**config.mk**
```make
export PLATFORM = sky130hd
export DESIGN_NAME = counter_run_ctrl_flat
export DESIGN_NICKNAME = d
export VERILOG_FILES = /design/src/rtl/counter_run_ctrl_if.sv /design/src/rtl/counter_run_ctrl.sv /design/src/flat_wrapper.sv
export SDC_FILE = /design/constraint.sdc
export NUM_CORES = 1
export LEC_CHECK = 0
export ABC_AREA = 1
export CAP_MARGIN = 20
export CELL_PAD_IN_SITES_DETAIL_PLACEMENT = 0
export CELL_PAD_IN_SITES_GLOBAL_PLACEMENT = 1
export CORE_MARGIN = 2
export CORE_UTILIZATION = 42
export DETAILED_ROUTE_END_ITERATION = 6
export PLACE_DENSITY = 0.94
export SLEW_MARGIN = 20
export SYNTH_ARGS = -nofsm -noshare
export SYNTH_HDL_FRONTEND = slang
export SYNTH_SLANG_ARGS = --single-unit
```
**constraint.sdc**
```tcl
create_clock -name clock -period 2.7 [get_ports clock]
set_input_delay 0.27 -clock clock [delete_from_list [all_inputs] [get_ports clock]]
set_output_delay 0.27 -clock clock [all_outputs]
set_load 0.005 [all_outputs]
```
**src/rtl/counter_run_ctrl_if.sv**
```systemverilog
// Control/status bundle between lab control logic and the counter run
// controller. The master drives the run commands; the slave (the controller)
// returns the counter controls and run status.
interface counter_run_ctrl_if #(
  parameter int WIDTH = 2,
  parameter int LEN_W = 8
);
  logic             start;
  logic             stop;
  logic             pause;
  logic [LEN_W-1:0] length;
  logic             cnt_clr;
  logic             cnt_en;
  logic [WIDTH-1:0] value;
  logic [LEN_W-1:0] wraps;
  logic             busy;
  logic             done;
  logic             aborted;

  modport master (
    output start, stop, pause, length,
    input  cnt_clr, cnt_en, value, wraps, busy, done, aborted
  );

  modport slave (
    input  start, stop, pause, length,
    output cnt_clr, cnt_en, value, wraps, busy, done, aborted
  );
endinterface

```
**src/rtl/counter_run_ctrl.sv**
```systemverilog
// Run controller for a mod-2^WIDTH counter. A run latches its length, clears
// the counter for one cycle, then enables it for exactly that many cycles,
// with pause/resume and abort. A mirror of the counter value and the number
// of wrap-arounds are kept for the lab control logic.
module counter_run_ctrl #(
  parameter int WIDTH = 2,
  parameter int LEN_W = 8
) (
  input logic                clock,
  input logic                reset,
  counter_run_ctrl_if.slave  bus
);

  typedef enum logic [2:0] {
    st_idle,
    st_clear,
    st_run,
    st_pause,
    st_done
  } state_t;

  localparam logic [LEN_W-1:0] LEN_ONE = LEN_W'(1);
  localparam logic [WIDTH-1:0] VAL_ONE = WIDTH'(1);

  state_t           state_reg,   state_next;
  logic [LEN_W-1:0] len_reg,     len_next;
  logic [LEN_W-1:0] ticks_reg,   ticks_next;
  logic [WIDTH-1:0] value_reg,   value_next;
  logic [LEN_W-1:0] wraps_reg,   wraps_next;
  logic             aborted_reg, aborted_next;

  // State and run bookkeeping registers; reset returns everything to idle/zero
  // without touching the counter itself.
  always_ff @(posedge clock or negedge reset) begin
    if (!reset) begin
      state_reg   <= st_idle;
      len_reg     <= '0;
      ticks_reg   <= '0;
      value_reg   <= '0;
      wraps_reg   <= '0;
      aborted_reg <= 1'b0;
    end else begin
      state_reg   <= state_next;
      len_reg     <= len_next;
      ticks_reg   <= ticks_next;
      value_reg   <= value_next;
      wraps_reg   <= wraps_next;
      aborted_reg <= aborted_next;
    end
  end

  // Next-state and bookkeeping: stop beats completion, completion beats pause.
  always_comb begin
    state_next   = state_reg;
    len_next     = len_reg;
    ticks_next   = ticks_reg;
    value_next   = value_reg;
    wraps_next   = wraps_reg;
    aborted_next = 1'b0;

    case (state_reg)
      st_idle: begin
        if (bus.start) begin
          wraps_next = '0;
          if (bus.length != '0) begin
            state_next = st_clear;
            len_next   = bus.length;
            ticks_next = '0;
          end else begin
            // Zero-length run completes without touching the counter.
            state_next = st_done;
          end
        end
      end

      st_clear: begin
        value_next = '0;
        if (bus.stop) begin
          state_next   = st_idle;
          aborted_next = 1'b1;
        end else begin
          state_next = st_run;
        end
      end

      st_run: begin
        // The counter is enabled this cycle whatever happens next, so the
        // mirror advances even on a stop or pause cycle.
        ticks_next = ticks_reg + LEN_ONE;
        value_next = value_reg + VAL_ONE;
        if (value_reg == '1 && wraps_reg != '1) begin
          wraps_next = wraps_reg + LEN_ONE;
        end
        if (bus.stop) begin
          state_next   = st_idle;
          aborted_next = 1'b1;
        end else if (ticks_reg == len_reg - LEN_ONE) begin
          state_next = st_done;
        end else if (bus.pause) begin
          state_next = st_pause;
        end
      end

      st_pause: begin
        if (bus.stop) begin
          state_next   = st_idle;
          aborted_next = 1'b1;
        end else if (!bus.pause) begin
          state_next = st_run;
        end
      end

      st_done: begin
        state_next = st_idle;
      end

      default: begin
        state_next = st_idle;
      end
    endcase
  end

  // Outputs decode straight from registers so they are glitch-free and drop
  // together with the asynchronous reset.
  assign bus.cnt_clr = (state_reg == st_clear);
  assign bus.cnt_en  = (state_reg == st_run);
  assign bus.busy    = (state_reg == st_clear) || (state_reg == st_run) ||
                       (state_reg == st_pause);
  assign bus.done    = (state_reg == st_done);
  assign bus.aborted = aborted_reg;
  assign bus.value   = value_reg;
  assign bus.wraps   = wraps_reg;

endmodule

```
**src/flat_wrapper.sv**
```systemverilog
// flat-port wrapper written by rule: the top's interface ports become plain ports
module counter_run_ctrl_flat 
#(
  parameter int WIDTH = 2,
  parameter int LEN_W = 8
)
  (clock, reset, bus_start, bus_stop, bus_pause, bus_length, bus_cnt_clr, bus_cnt_en, bus_value, bus_wraps, bus_busy, bus_done, bus_aborted);
  counter_run_ctrl_if #(.WIDTH(WIDTH), .LEN_W(LEN_W)) bus_i ();
  input logic clock;
  input logic reset;
  input wire logic [$bits(bus_i.start)-1:0] bus_start;
  input wire logic [$bits(bus_i.stop)-1:0] bus_stop;
  input wire logic [$bits(bus_i.pause)-1:0] bus_pause;
  input wire logic [$bits(bus_i.length)-1:0] bus_length;
  output wire logic [$bits(bus_i.cnt_clr)-1:0] bus_cnt_clr;
  output wire logic [$bits(bus_i.cnt_en)-1:0] bus_cnt_en;
  output wire logic [$bits(bus_i.value)-1:0] bus_value;
  output wire logic [$bits(bus_i.wraps)-1:0] bus_wraps;
  output wire logic [$bits(bus_i.busy)-1:0] bus_busy;
  output wire logic [$bits(bus_i.done)-1:0] bus_done;
  output wire logic [$bits(bus_i.aborted)-1:0] bus_aborted;
  assign bus_i.start = bus_start;
  assign bus_i.stop = bus_stop;
  assign bus_i.pause = bus_pause;
  assign bus_i.length = bus_length;
  assign bus_cnt_clr = bus_i.cnt_clr;
  assign bus_cnt_en = bus_i.cnt_en;
  assign bus_value = bus_i.value;
  assign bus_wraps = bus_i.wraps;
  assign bus_busy = bus_i.busy;
  assign bus_done = bus_i.done;
  assign bus_aborted = bus_i.aborted;
  counter_run_ctrl #(.WIDTH(WIDTH), .LEN_W(LEN_W)) u_core (.clock(clock), .reset(reset), .bus(bus_i));
endmodule
```
==> results.md <==
- Clock transition at path regs: ~70 ps
- Post-CTS Setup Inserts: 0
- Flop pwr share: 0.325
- CP max stage cell: clkdlybuf4s50_1
- Initial Util: 0.432
- Row cnt: 24
- Cell Count Post-Placement: 332
- Top cells by instance count after synthesis: 67 x nand2_1, 36 x inv_1, 30 x dfrtp_1
- Post-Syn Nets: 270
- Avg Inst Size Synth: about 7.3 um^2
- Pleak: 1.10 nW
- Core Area: 4290 um^2
- Fmax: 486 MHz
- Total gr overflow: 0
- FF-to-FF setup slack: between 900 and 1000 ps
- Post-route ant nets: 0
- Worst slew pin tran: 384 ps
- Ys Warns: 0
- Max VDD drop: 0.521 mV
- DRT iter0 DRCs: 57
- Clock root buffer master: clkbuf_8
- Synth top area share: 0.405
- Final HPWL DP: between 3000 and 4000 um
- Area contributors post-synth: dfrtp_1 40%, nand2_1 14%, inv_1 7.3%
- Final setup viols: 0
- Int Pwr: 0.00118 W
- Pins Over Slew Limit: 0
- WS Path Type: flop to output port
- Mapped Cells: 253
- Critical Path AT: 1790 ps
- Clk pwr share: 0.212
- Non-Filler Instances: between 300 and 400
- Post-Route WL: between 3000 and 4000 um
- Power share of the combinational group: 0.463
- Skew final: 6.59 ps
- Post-synth EDFFs: 0
- Global placer's final weighted congestion: 0.797
- ANT cells: 0
- H-tree depth: 2
- Sink Count: 30
- Die Y: a little over 70 um
- Design area: 2300 um^2
- Required time worst endpoint: 2430 ps
- Synthesized area: 1860 um^2
- Vias in the first global route: 1496
- Port Buf Inserts: 27
- Final hold viol count: 0
- Distinct cell type count of the synthesized netlist: 30
- Status: completed
- CTS tree: yes
- Reg-to-reg critical path endpoint: u_core.state_reg[0]
- Fin crit share: 0.763
- Slew margin rel.: 0.744
- Largest net degree at the start of global routing: 31
- Num ports: 28
- CP Capture Type: output port
- Crit path launch type: flop
- Final #Nets: ~300
- Sum Neg Setup Slack: 0 ps
- Seq/Total Area, Yosys: 0.405
- Via count: 1614
- Initial antenna violation count: 0
- Clock Latency Late Sink: 290 ps
- Crit-path max FO: 7
- Main synth FF type: dfrtp_1
- Ys async rst share: 1.00
- Hold Path Class: input pin to async pin
- Switching power total: 0.000832 W
- Yosys reg bits: 30
- First-pass GRT wire length: about 6800 um
- Horiz. Die Dim: 70.5 um
- Post-route minimum period: 2060 ps
- RSZ-0062 raised after global routing: no
- Post-DR vias/cell: 4.75
- Share of post-route cells with drive strength above 1: 0.125
- Worst Reg-to-Reg Cells: 11
- RR Startpoint: u_core.len_reg[0]
- Die footprint: 4970 um^2
- Max Buffers Root-to-Sink: 2
- DRC: 0
- Max incr delay on CP: 530 ps
- DP Area: 2190 um^2
- Num CTS Buffers: 5
- Post-CTS Hold Buffers: 0
- CP cell instances: nor2_2, nand2_1, inv_2, clkdlybuf4s50_1
- Sw frac: 0.414
- TritonRoute pass-1 iters: 4
- Area delta synth->final: 24.1%
- Synth area leader: dfrtp_1
- CTS resizes: 0
- PwrDens: 872 nW/um^2
- Total global routing track utilization: 0.174
- Max Cap Viol: 0
- Drt wl/cell: 11.6 um
- Core Util, Final: 0.536
- Worst Hold Slack: between 300 and 400 ps
- Top-count cell post-synth: nand2_1
## worst max-delay path by stage
stage                   startpoint             endpoint  slack [ps]
2_1_floorplan    u_core.len_reg[0]  u_core.state_reg[0]        1150
3_3_place_gp         bus_length[7]  u_core.ticks_reg[4]         950
3_5_place_dp   u_core.state_reg[2]           bus_cnt_en         920
4_1_cts        u_core.state_reg[2]           bus_cnt_en         610
5_1_grt        u_core.state_reg[2]           bus_cnt_en         520
6_report       u_core.state_reg[2]           bus_cnt_en         640
## kinds of logic after synthesis
group / after synthesis / share of synthesized area
XOR/XNOR: 7 / 0.0330
AND/OR/NAND/NOR: 134 / 0.345
adder cells (fa/ha/maj): 4 / 0.0270
flip-flops: 30 / 0.405
AO/OA/AOI/OAI: 32 / 0.0971
buffers and inverters: 46 / 0.0937
## cell usage in the layout, fill, tap and decap left out
cell              n
nor2_4            2
o22ai_1           2
inv_1            36
nor3_4            2
nand2_1          67
o31ai_2           1
nor4_1            2
xnor2_1           1
nand3_2           1
buf_4             1
clkbuf_8          8
nand2_4           4
nor2_1           28
nand4_1           2
a21oi_1           7
clkinv_1          1
clkdlybuf4s50_1  27
o31ai_1           1
dfrtp_1          30
nand2_2           3
nor3_1            2
nand4_2           1
nor2_2            4
a22o_1            1
and3_1            1
o21ai_1           5
inv_2             8
ha_1              4
nand3_1          15
o21ai_0          14
o21ai_2           1
xor2_1            6
## routing by layer
metal  vias to the layer above  routed length, um  global-route usage  share of wire
li1                        865                  -                   -              -
met1                       724               1960               0.239           0.50
met2                        18               1790               0.263           0.46
met3                         7                 97              0.0390          0.025
met4                         0                 84              0.0769          0.021
met5                         -                  0                   0              0
## critical path, delay by kind of cell, from the launching register on
kind	cells	cell delay [ps]
buf+inv	2	690
flops	1	460
simple gates	2	350
## final cells by class
| class | instances | area [um^2] |
|---|---|---|
| fillers | 408 | 1990 |
| multi-input cells | 177 | 931 |
| flip-flops and latches | 30 | 751 |
| repair buffers | 28 | 278 |
| inverters | 45 | 169 |
| clock buffers | 8 | 110 |
| well taps | 52 | 65.1 |
## power by group through the flow
stage	registers, W	clock network [W]	logic [W]
final	0.000653	0.000427	0.000930
after global routing	0.000667	0.000455	0.00107
after CTS	0.000654	0.000436	0.000939
after detailed placement	0.000662	0	0.000932
after global placement	0.000660	0	0.000927
after floorplan	0.000644	0	0.000666
## per-stage QoR
step / total power [W] / worst slack, ps
after global routing: 0.00219 / 519
after CTS: 0.00203 / 613
after floorplan: 0.00131 / 1150
final: 0.00201 / 641
after detailed placement: 0.00159 / 925
after global placement: 0.00159 / 951
(Power assumes the default switching activity.)
